==> config.mk <==
export PLATFORM = sky130hd
export DESIGN_NAME = tensor_velocity_solve
export DESIGN_NICKNAME = d
export VERILOG_FILES = /design/src/rtl/tensor_flow_pkg.sv /design/src/rtl/seq_udiv.sv /design/src/rtl/tensor_velocity_solve.sv
export SDC_FILE = /design/constraint.sdc
export NUM_CORES = 2
export LEC_CHECK = 0
export ABC_AREA = 1
export BUFFER_PORTS_ARGS = -buffer_cell sky130_fd_sc_hd__buf_2
export CORE_UTILIZATION = 40
export DETAILED_ROUTE_END_ITERATION = 16
export PLACE_DENSITY_LB_ADDON = 0.05
export SYNTH_ARGS = -nofsm -noshare
export SYNTH_HDL_FRONTEND = slang
export SYNTH_SLANG_ARGS = --single-unit
==> constraint.sdc <==
create_clock -name clk -period 10.5 [get_ports clk]
set_clock_uncertainty 0.15 [all_clocks]
set_input_delay 2.1 -clock clk [delete_from_list [all_inputs] [get_ports clk]]
set_output_delay 2.1 -clock clk [all_outputs]
set_load 0.02 [all_outputs]
==> src/rtl/tensor_flow_pkg.sv <==
// Shared types and constants for the structure-tensor velocity solver.
// Tensor element slots are counted in elements from the LSB of the packed word.
package tensor_flow_pkg;

  localparam int TENSOR_WIDTH_DEF = 14;
  localparam int FRAC_BITS_DEF    = TENSOR_WIDTH_DEF / 2;

  localparam int XX_OFF = 5;
  localparam int XY_OFF = 4;
  localparam int XT_OFF = 3;
  localparam int YY_OFF = 2;
  localparam int YT_OFF = 1;
  localparam int TT_OFF = 0;

  typedef struct packed {
    logic signed [TENSOR_WIDTH_DEF-1:0] xx;
    logic signed [TENSOR_WIDTH_DEF-1:0] xy;
    logic signed [TENSOR_WIDTH_DEF-1:0] xt;
    logic signed [TENSOR_WIDTH_DEF-1:0] yy;
    logic signed [TENSOR_WIDTH_DEF-1:0] yt;
    logic signed [TENSOR_WIDTH_DEF-1:0] tt;
  } tensor_t;

  typedef enum logic [2:0] {IDLE, MUL, CMB, DIV, DONE} state_t;

endpackage

==> src/rtl/seq_udiv.sv <==
// Unsigned restoring divider, one quotient bit per step; sequencing is owned by the parent.
// o_quotient already includes the bit retired in a stepping cycle, so the parent can capture on the last step.
module seq_udiv #(
  parameter int NUM_W = 36,
  parameter int DEN_W = 29
) (
  input  logic             clk,
  input  logic             rst_n,
  input  logic             i_load,
  input  logic             i_step,
  input  logic [NUM_W-1:0] i_numerator,
  input  logic [DEN_W-1:0] i_denominator,
  output logic [NUM_W-1:0] o_quotient
);
  logic [NUM_W-1:0] r_q;
  logic [DEN_W-1:0] r_rem;
  logic [DEN_W-1:0] r_den;
  logic [DEN_W:0]   w_rem_sh;
  logic [DEN_W-1:0] w_rem_next;
  logic [NUM_W-1:0] w_q_next;

  always_comb begin
    w_rem_sh = {r_rem, r_q[NUM_W-1]};
    if (w_rem_sh >= {1'b0, r_den}) begin
      w_rem_next = w_rem_sh[DEN_W-1:0] - r_den;
      w_q_next   = {r_q[NUM_W-2:0], 1'b1};
    end else begin
      w_rem_next = w_rem_sh[DEN_W-1:0];
      w_q_next   = {r_q[NUM_W-2:0], 1'b0};
    end
  end

  always_ff @(posedge clk or negedge rst_n) begin
    if (!rst_n) begin
      r_q   <= '0;
      r_rem <= '0;
      r_den <= '0;
    end else if (i_load) begin
      r_q   <= i_numerator;
      r_rem <= '0;
      r_den <= i_denominator;
    end else if (i_step) begin
      r_q   <= w_q_next;
      r_rem <= w_rem_next;
    end
  end

  assign o_quotient = i_step ? w_q_next : r_q;

endmodule

==> src/rtl/tensor_velocity_solve.sv <==
// Cramer's-rule flow solver: tensor word in, saturated fixed-point (vx, vy) out with the word forwarded.
// States: IDLE accept | MUL products | CMB det/num + degenerate test | DIV quotient bits | DONE hold result
module tensor_velocity_solve
  import tensor_flow_pkg::*;
#(
  parameter int TENSOR_WIDTH = TENSOR_WIDTH_DEF,
  parameter int FRAC_BITS    = TENSOR_WIDTH / 2,
  parameter int DET_MIN      = 0
) (
  input  logic                      clk,
  input  logic                      rst_n,
  input  logic                      i_in_valid,
  output logic                      o_in_ready,
  input  logic [TENSOR_WIDTH*6-1:0] i_tensors,
  output logic                      o_out_valid,
  input  logic                      i_out_ready,
  output logic [TENSOR_WIDTH*6-1:0] o_tensors_out,
  output logic [TENSOR_WIDTH-1:0]   o_vx,
  output logic [TENSOR_WIDTH-1:0]   o_vy,
  output logic                      o_degenerate
);
  localparam int TW    = TENSOR_WIDTH;
  localparam int P_W   = 2 * TW;
  localparam int D_W   = 2 * TW + 1;
  localparam int NUM_W = D_W + FRAC_BITS;
  localparam int CNT_W = $clog2(NUM_W + 1);
  localparam logic [D_W-1:0]   DET_MIN_V = D_W'(DET_MIN);
  localparam logic [NUM_W-1:0] POS_LIM   = NUM_W'((2 ** (TW - 1)) - 1);
  localparam logic [NUM_W-1:0] NEG_LIM   = NUM_W'(2 ** (TW - 1));

  function automatic logic signed [P_W-1:0] elem(input logic [TW*6-1:0] word, input int idx);
    logic [TW-1:0] e;
    e = word[idx*TW +: TW];
    return {{TW{e[TW-1]}}, e};
  endfunction

  function automatic logic signed [D_W-1:0] diff(input logic signed [P_W-1:0] a,
                                                 input logic signed [P_W-1:0] b);
    return {a[P_W-1], a} - {b[P_W-1], b};
  endfunction

  function automatic logic [D_W-1:0] mag(input logic signed [D_W-1:0] v);
    return v[D_W-1] ? -v : v;
  endfunction

  function automatic logic [TW-1:0] sat(input logic [NUM_W-1:0] q, input logic neg);
    logic [TW-1:0] r;
    if (neg) r = (q > NEG_LIM) ? NEG_LIM[TW-1:0] : -q[TW-1:0];
    else     r = (q > POS_LIM) ? POS_LIM[TW-1:0] : q[TW-1:0];
    return r;
  endfunction

  state_t                  r_state, w_state_nxt;
  logic [TW*6-1:0]         r_tensors;
  logic signed [P_W-1:0]   w_xx, w_xy, w_xt, w_yy, w_yt;
  logic signed [P_W-1:0]   r_p_xxyy, r_p_xyxy, r_p_xyyt, r_p_yyxt, r_p_xyxt, r_p_xxyt;
  logic signed [D_W-1:0]   w_det, w_num_x, w_num_y;
  logic [D_W-1:0]          w_det_mag;
  logic                    w_degen, w_load, w_step;
  logic                    r_neg_x, r_neg_y;
  logic [CNT_W-1:0]        r_cnt;
  logic [NUM_W-1:0]        w_q_x, w_q_y;
  logic [TW-1:0]           r_vx, r_vy;
  logic                    r_degen;

  assign w_xx = elem(r_tensors, XX_OFF);
  assign w_xy = elem(r_tensors, XY_OFF);
  assign w_xt = elem(r_tensors, XT_OFF);
  assign w_yy = elem(r_tensors, YY_OFF);
  assign w_yt = elem(r_tensors, YT_OFF);

  assign w_det     = diff(r_p_xxyy, r_p_xyxy);
  assign w_num_x   = diff(r_p_xyyt, r_p_yyxt);
  assign w_num_y   = diff(r_p_xyxt, r_p_xxyt);
  assign w_det_mag = mag(w_det);
  assign w_degen   = (w_det_mag <= DET_MIN_V);

  seq_udiv #(.NUM_W(NUM_W), .DEN_W(D_W)) u_div_x (
    .clk           (clk),
    .rst_n         (rst_n),
    .i_load        (w_load),
    .i_step        (w_step),
    .i_numerator   ({mag(w_num_x), {FRAC_BITS{1'b0}}}),
    .i_denominator (w_det_mag),
    .o_quotient    (w_q_x)
  );

  seq_udiv #(.NUM_W(NUM_W), .DEN_W(D_W)) u_div_y (
    .clk           (clk),
    .rst_n         (rst_n),
    .i_load        (w_load),
    .i_step        (w_step),
    .i_numerator   ({mag(w_num_y), {FRAC_BITS{1'b0}}}),
    .i_denominator (w_det_mag),
    .o_quotient    (w_q_y)
  );

  always_ff @(posedge clk or negedge rst_n) begin
    if (!rst_n) r_state <= IDLE;
    else        r_state <= w_state_nxt;
  end

  always_comb begin
    w_state_nxt = r_state;
    w_load      = 1'b0;
    w_step      = 1'b0;
    case (r_state)
      IDLE: if (i_in_valid) w_state_nxt = MUL;
      MUL:  w_state_nxt = CMB;
      CMB: begin
        if (w_degen) begin
          w_state_nxt = DONE;
        end else begin
          w_load      = 1'b1;
          w_state_nxt = DIV;
        end
      end
      DIV: begin
        w_step = 1'b1;
        if (r_cnt == CNT_W'(1)) w_state_nxt = DONE;
      end
      DONE:    if (i_out_ready) w_state_nxt = IDLE;
      default: w_state_nxt = IDLE;
    endcase
  end

  always_ff @(posedge clk or negedge rst_n) begin
    if (!rst_n) begin
      r_tensors <= '0;
      r_p_xxyy  <= '0;
      r_p_xyxy  <= '0;
      r_p_xyyt  <= '0;
      r_p_yyxt  <= '0;
      r_p_xyxt  <= '0;
      r_p_xxyt  <= '0;
      r_neg_x   <= 1'b0;
      r_neg_y   <= 1'b0;
      r_cnt     <= '0;
      r_vx      <= '0;
      r_vy      <= '0;
      r_degen   <= 1'b0;
    end else begin
      case (r_state)
        IDLE: if (i_in_valid) r_tensors <= i_tensors;
        MUL: begin
          r_p_xxyy <= w_xx * w_yy;
          r_p_xyxy <= w_xy * w_xy;
          r_p_xyyt <= w_xy * w_yt;
          r_p_yyxt <= w_yy * w_xt;
          r_p_xyxt <= w_xy * w_xt;
          r_p_xxyt <= w_xx * w_yt;
        end
        CMB: begin
          r_neg_x <= w_num_x[D_W-1] ^ w_det[D_W-1];
          r_neg_y <= w_num_y[D_W-1] ^ w_det[D_W-1];
          r_cnt   <= CNT_W'(NUM_W);
          r_degen <= w_degen;
          if (w_degen) begin
            r_vx <= '0;
            r_vy <= '0;
          end
        end
        DIV: begin
          r_cnt <= r_cnt - CNT_W'(1);
          // last step: quotient port already carries the final bit
          if (r_cnt == CNT_W'(1)) begin
            r_vx <= sat(w_q_x, r_neg_x);
            r_vy <= sat(w_q_y, r_neg_y);
          end
        end
        default: ;
      endcase
    end
  end

  assign o_in_ready    = (r_state == IDLE);
  assign o_out_valid   = (r_state == DONE);
  assign o_tensors_out = r_tensors;
  assign o_vx          = r_vx;
  assign o_vy          = r_vy;
  assign o_degenerate  = r_degen;

endmodule

; Word-level counts from Yosys, hierarchy flattened
; Cells that the tools add are included.
[word_totals]
output_inout_bits = 115
register_bits = 451
input_bits = 88
word_cells = 95
[op_classes]
muxes = 35
n_bitwise = 2
order_cmp = 7
reduce_logical = 6
n_addsub = 11
n_eq_ne = 9
multipliers = 6
[ops]
columns = cell, n
row1 = 29-bit two-way mux, 9
row2 = 14-bit by 14-bit multiplier with 28-bit output, 6
row3 = 36-bit two-way mux, 4
row4 = 14-bit two-way mux, 9
row5 = 29-bit negator, 3
row6 = 28-bit by 28-bit subtractor with 29-bit output, 3
row7 = 36-bit by 13-bit greater-than comparator with 1-bit output (second input constant), 2
row8 = 36-bit by 14-bit greater-than comparator with 1-bit output (second input constant), 2
row9 = 30-bit by 29-bit greater-or-equal comparator with 1-bit output, 2
row10 = 29-bit subtractor, 2
row11 = 14-bit case mux with 2 select lines, 2
row12 = 29-bit by 1-bit less-or-equal comparator with 1-bit output (second input constant), 1
row13 = 14-bit negator, 2
row14 = 3-bit case mux with 5 select lines, 1
row15 = 3-bit two-way mux, 4
row16 = 6-bit case mux with 2 select lines, 1
row17 = 3-bit by 2-bit equality test with 1-bit output (second input constant), 2
row18 = 6-bit by 1-bit equality test with 1-bit output (second input constant), 1
row19 = 2-bit inequality test (second input constant), 3
row20 = 3-bit AND reduction, 2
row21 = 6-bit by 1-bit subtractor with 6-bit output (second input constant), 1
row22 = 1-bit two-way mux, 5
row23 = 2-bit nonzero test, 2
row24 = 3-bit by 1-bit equality test with 1-bit output (second input constant), 1
row25 = other kinds (5), 6

; Logic depth before layout (Yosys ltp)
[logic_depth]
depth_word = 8
depth_mapped = 31
mapped_depth_nobuf = 30

; Cells and area by module
; From an unflattened synthesis, not the netlist that was laid out.
[unflattened]
hier_cells = 10382
area_unflattened_um2 = 77600.7
[by_module_without_submodules]
columns = mod, seq_area_each_um2, instances, cells_each, area_each_um2
row1 = tensor_velocity_solve, 7282.0, 1, 8330, 64345.5
row2 = seq_udiv, 2352.3, 2, 1026, 6627.6

; Worst setup path before layout
; Ideal clock, no wire load.
[synth_timing]
path_kind = reg-to-reg
from = register r_tensors[60] (netlist: o_tensors_out[60])
to = register r_p_xyxy[27]
stages_incl_launch_ff = 27
setup_time_ns = 0.123
t_arrival_ns = 6.407
path_buffers = 2
synth_period_minus_slack_ns = 6.680
slack_ns = 3.820
required_ns = 10.227
cell_sequence = dfrtp_1 clkbuf_1 clkbuf_1 nand2_1 fa_1 inv_1 fa_1 fa_1 inv_1 fa_1 inv_1 fa_1 inv_1 fa_1 inv_1 ha_1 nand2_1 o21ai_0 a21boi_0 o21ai_0 a21oi_1 o21ai_0 a21boi_0 o21ai_0 nor2_1 o21ai_0 nand2_1
[synth_between]
elab_chain_len = 1
[synth_lines]
columns = item, line
row1 = "start, declared", tensor_velocity_solve.sv:54  ; logic [TW*6-1:0] r_tensors;
row2 = "start signal, assigned", tensor_velocity_solve.sv:144  ; IDLE: if (i_in_valid) r_tensors <= i_tensors;
row3 = 14-bit by 14-bit multiplier with 28-bit output, tensor_velocity_solve.sv:147  ; r_p_xyxy <= w_xy * w_xy;
row4 = "end signal, assigned", tensor_velocity_solve.sv:147
row5 = "end, declared", tensor_velocity_solve.sv:56  ; logic signed [P_W-1:0] r_p_xxyy, r_p_xyxy, r_p_xyyt, r_p_yyxt, r_p_xyxt, r_p_xxyt;
; No other way between the ends.
; A chain may end at the register's enable or synchronous reset.

; Worst setup path after layout
[layout_timing]
from = register r_tensors[15] (netlist: o_tensors_out[15])
to = register r_p_xxyt[27]
[layout_between]
elab_chain_len = 1
[layout_lines]
columns = item, line
row1 = 14-bit by 14-bit multiplier with 28-bit output, tensor_velocity_solve.sv:151  ; r_p_xxyt <= w_xx * w_yt;
row2 = "end signal, assigned", tensor_velocity_solve.sv:151
row3 = "end, declared", tensor_velocity_solve.sv:56
; No other way between the ends.

==> flow_summary.toml <==
[place]
place_congestion = 0.911
placed_cells = 12200
dp_slack_ps = 3030
port_buffers = 202
hpwl_um = 190000

[sta]
max_freq_mhz = 134
setup_viol = 0
tightest_slew_ps = 1150
rsz0062_at_grt = "no"
setup-tns-final_ps = 0
slew_violations = 0
hold_viol_final = 0
maxSlewHeadroom_pct = 23.3
period_minus_slack_ps = 7470
fin_crit_sh_pct = 71.1
final.setup.worst_slack_ps = 3030

[clock_tree]
htreeDepth = 3
cts_resized = 0
cts_setup_buffers = 0
cts-hold-fix-buffers = 0
cts_buffers = 68
cts_tree = "built"
cts.clk_slew.worst_paths_ps = 60
clockRootBuffer = "clkbuf_16"
clkSinkCount = 450
clk_latency_ps = 710
ctsLongestPathBuffers = 3

[floorplan]
fp.coreArea_sq_um = 186000
die_w_um = 435
die_h_um = 435
initial_core_util_pct = 40.4
io_pins = 203
die_area_sq_um = 190000
num_rows = 158

[setup_path]
start_kind = "register"
required_ps = 10900
ff2ff_setup_slack_ps = 3030
critPathArrivalTime_ps = 7860
cp-end-kind = "register"
critPathMaxFanout = 17
r2r_end = "r_p_xxyt[27]"
critical_path_class = "reg -> reg"
crit_start = "o_tensors_out[15]"
cp-endpoint = "r_p_xxyt[27]"
r2r-start = "o_tensors_out[15]"
reg2reg_depth = 26

[grt]
antenna_found_initial = 6
overflow = 0
first_global_vias = 61900
grt_usage_pct = 25.6
grt_pass1_wl_um = 374000
grt_start_max_net_pins = 226

[route]
ant_nets = 0
routed-via-count = 60300
drc = 0
wire_per_inst_um = 19.2
first_iter_violations = 3684
vias_per_cell = 4.88
firstDrtPassIters = 5
wirelength_um = 238000

[yosys]
yosysSeqAreaShare_pct = 15.0
yosysUniqueCellTypes = 60
syn-num-nets = 11600
synth_edf_count = 0
syn_area_per_cell_sq_um = 7.65
ys_ff_latch = 450
yosys_warnings = 0
syn_inst = 9825
synthArstFlopShare_pct = 100
syn_area_sq_um = 75100
synth_top_flop_cell = "dfrtp_1"

[flow_run]
cap_violations = 0

[finish]
nets = 11600
drive_above_1_share_pct = 6.30
num_antenna_cells = 0
syn_to_final_growth_pct = 7.91
finalNonFillerCells = 12400

[run_status]
status = "finished clean"

[min_path]
hold_depth = 2
hp-class = "reg -> reg"
## metrics by stage
step | instance area [sq um] | util (%) | hold slack [ps]
2_1_floorplan | 75100 | - | 299
3_3_place_gp | 78600 | 42.2 | 301
3_5_place_dp | 78600 | 42.2 | 305
4_1_cts | 81100 | 43.6 | 320
5_1_grt | 81100 | 43.6 | 340
6_report | 81100 | 43.6 | 316
## placed cells by master (no fill, tap or decap), types with 98 or more instances in the layout
| cell type | count |
|---|---|
| a21oi_1 | 347 |
| dfrtp_1 | 435 |
| fa_1 | 1153 |
| nor2_1 | 433 |
| ha_1 | 550 |
| inv_1 | 2479 |
| o21ai_1 | 98 |
| o21ai_0 | 439 |
| xnor2_1 | 152 |
| nand2_1 | 2382 |
| xor2_1 | 167 |
| buf_2 | 201 |
| nand3_1 | 278 |
## synthesized netlist by cell type (66+ instances only)
cell type	n	area share [%]
inv_1	2480	12
nand2_1	2384	12
fa_1	1153	31
ha_1	550	9.2
dfrtp_1	450	15
o21ai_0	439	2.9
nor2_1	433	2.2
a21oi_1	347	2.3
nand3_1	278	1.9
clkbuf_1	264	1.3
xor2_1	167	1.9
xnor2_1	152	1.8
o21ai_1	98	0.65
mux2_2	66	0.99
## sequential cells by signal, summed over array words and instances (netlist names), 3 cells and up
name,cells
o_tensors_out,84
o_vx,14
o_vy,14
r_cnt,6
r_p_xxyt,28
r_p_xxyy,28
r_p_xyxt,28
r_p_xyxy,27
r_p_xyyt,28
r_p_yyxt,28
r_state,3
u_div_x.r_q,36
u_div_x.r_rem,29
u_div_y.r_den,29
u_div_y.r_q,36
u_div_y.r_rem,29
## worst max-delay path, cell delays in order (launching register included)
cell	delay [ps]
dfrtp_1	1010
buf_4	400
nand2_1	80
inv_1	60
ha_1	120
inv_1	50
fa_1	520
inv_1	50
fa_1	490
inv_1	50
fa_1	520
inv_1	50
fa_1	480
inv_1	50
fa_1	470
inv_1	40
ha_1	330
nand2_1	60
o21ai_0	340
a21boi_0	300
o21ai_0	410
a21oi_1	240
o21ai_0	380
a21oi_1	160
or2_2	290
nand3_1	70
o21ai_0	110
## cells by family (layout without fill, tap and decap cells)
family,after synthesis,after routing,synth area share [%]
mux,67,67,1.00
compound gates,1071,1071,7.75
simple gates,3354,3354,18.2
xor+xnor,319,319,3.72
buf+inv,2861,2922,14.5
flops,450,450,15.0
fa+ha+maj,1703,1703,39.9
## metal layers
metal	global-route usage [%]	part of all wire [%]
met5	0	0.0042
met3	2.97	4.8
met4	5.90	2.2
met1	36.4	47
met2	41.7	46
## how the worst min path moves through the flow
stage / start / to
floorplan: r_p_xyxy[24] / r_p_xyxy[24]
global placement: o_vy[2] / o_vy[2]
detailed placement: o_vy[6] / o_vy[6]
CTS: o_vx[3] / o_vx[3]
global route: o_vx[9] / o_vx[9]
finish: o_vy[1] / o_vy[1]
## cell type report
| type | count | area (sq um) |
|---|---|---|
| multi-input combinational | 6514 | 53000 |
| clock buffer | 83 | 1880 |
| tap | 2480 | 3100 |
| sequential | 450 | 11300 |
| timing repair buffer | 298 | 1780 |
| fill | 19300 | 105000 |
| clock inverter | 42 | 622 |
| inverter | 2499 | 9380 |
Power is not shown: default switching activity piles up to over one toggle a cycle in this logic, so the estimate is an artifact.
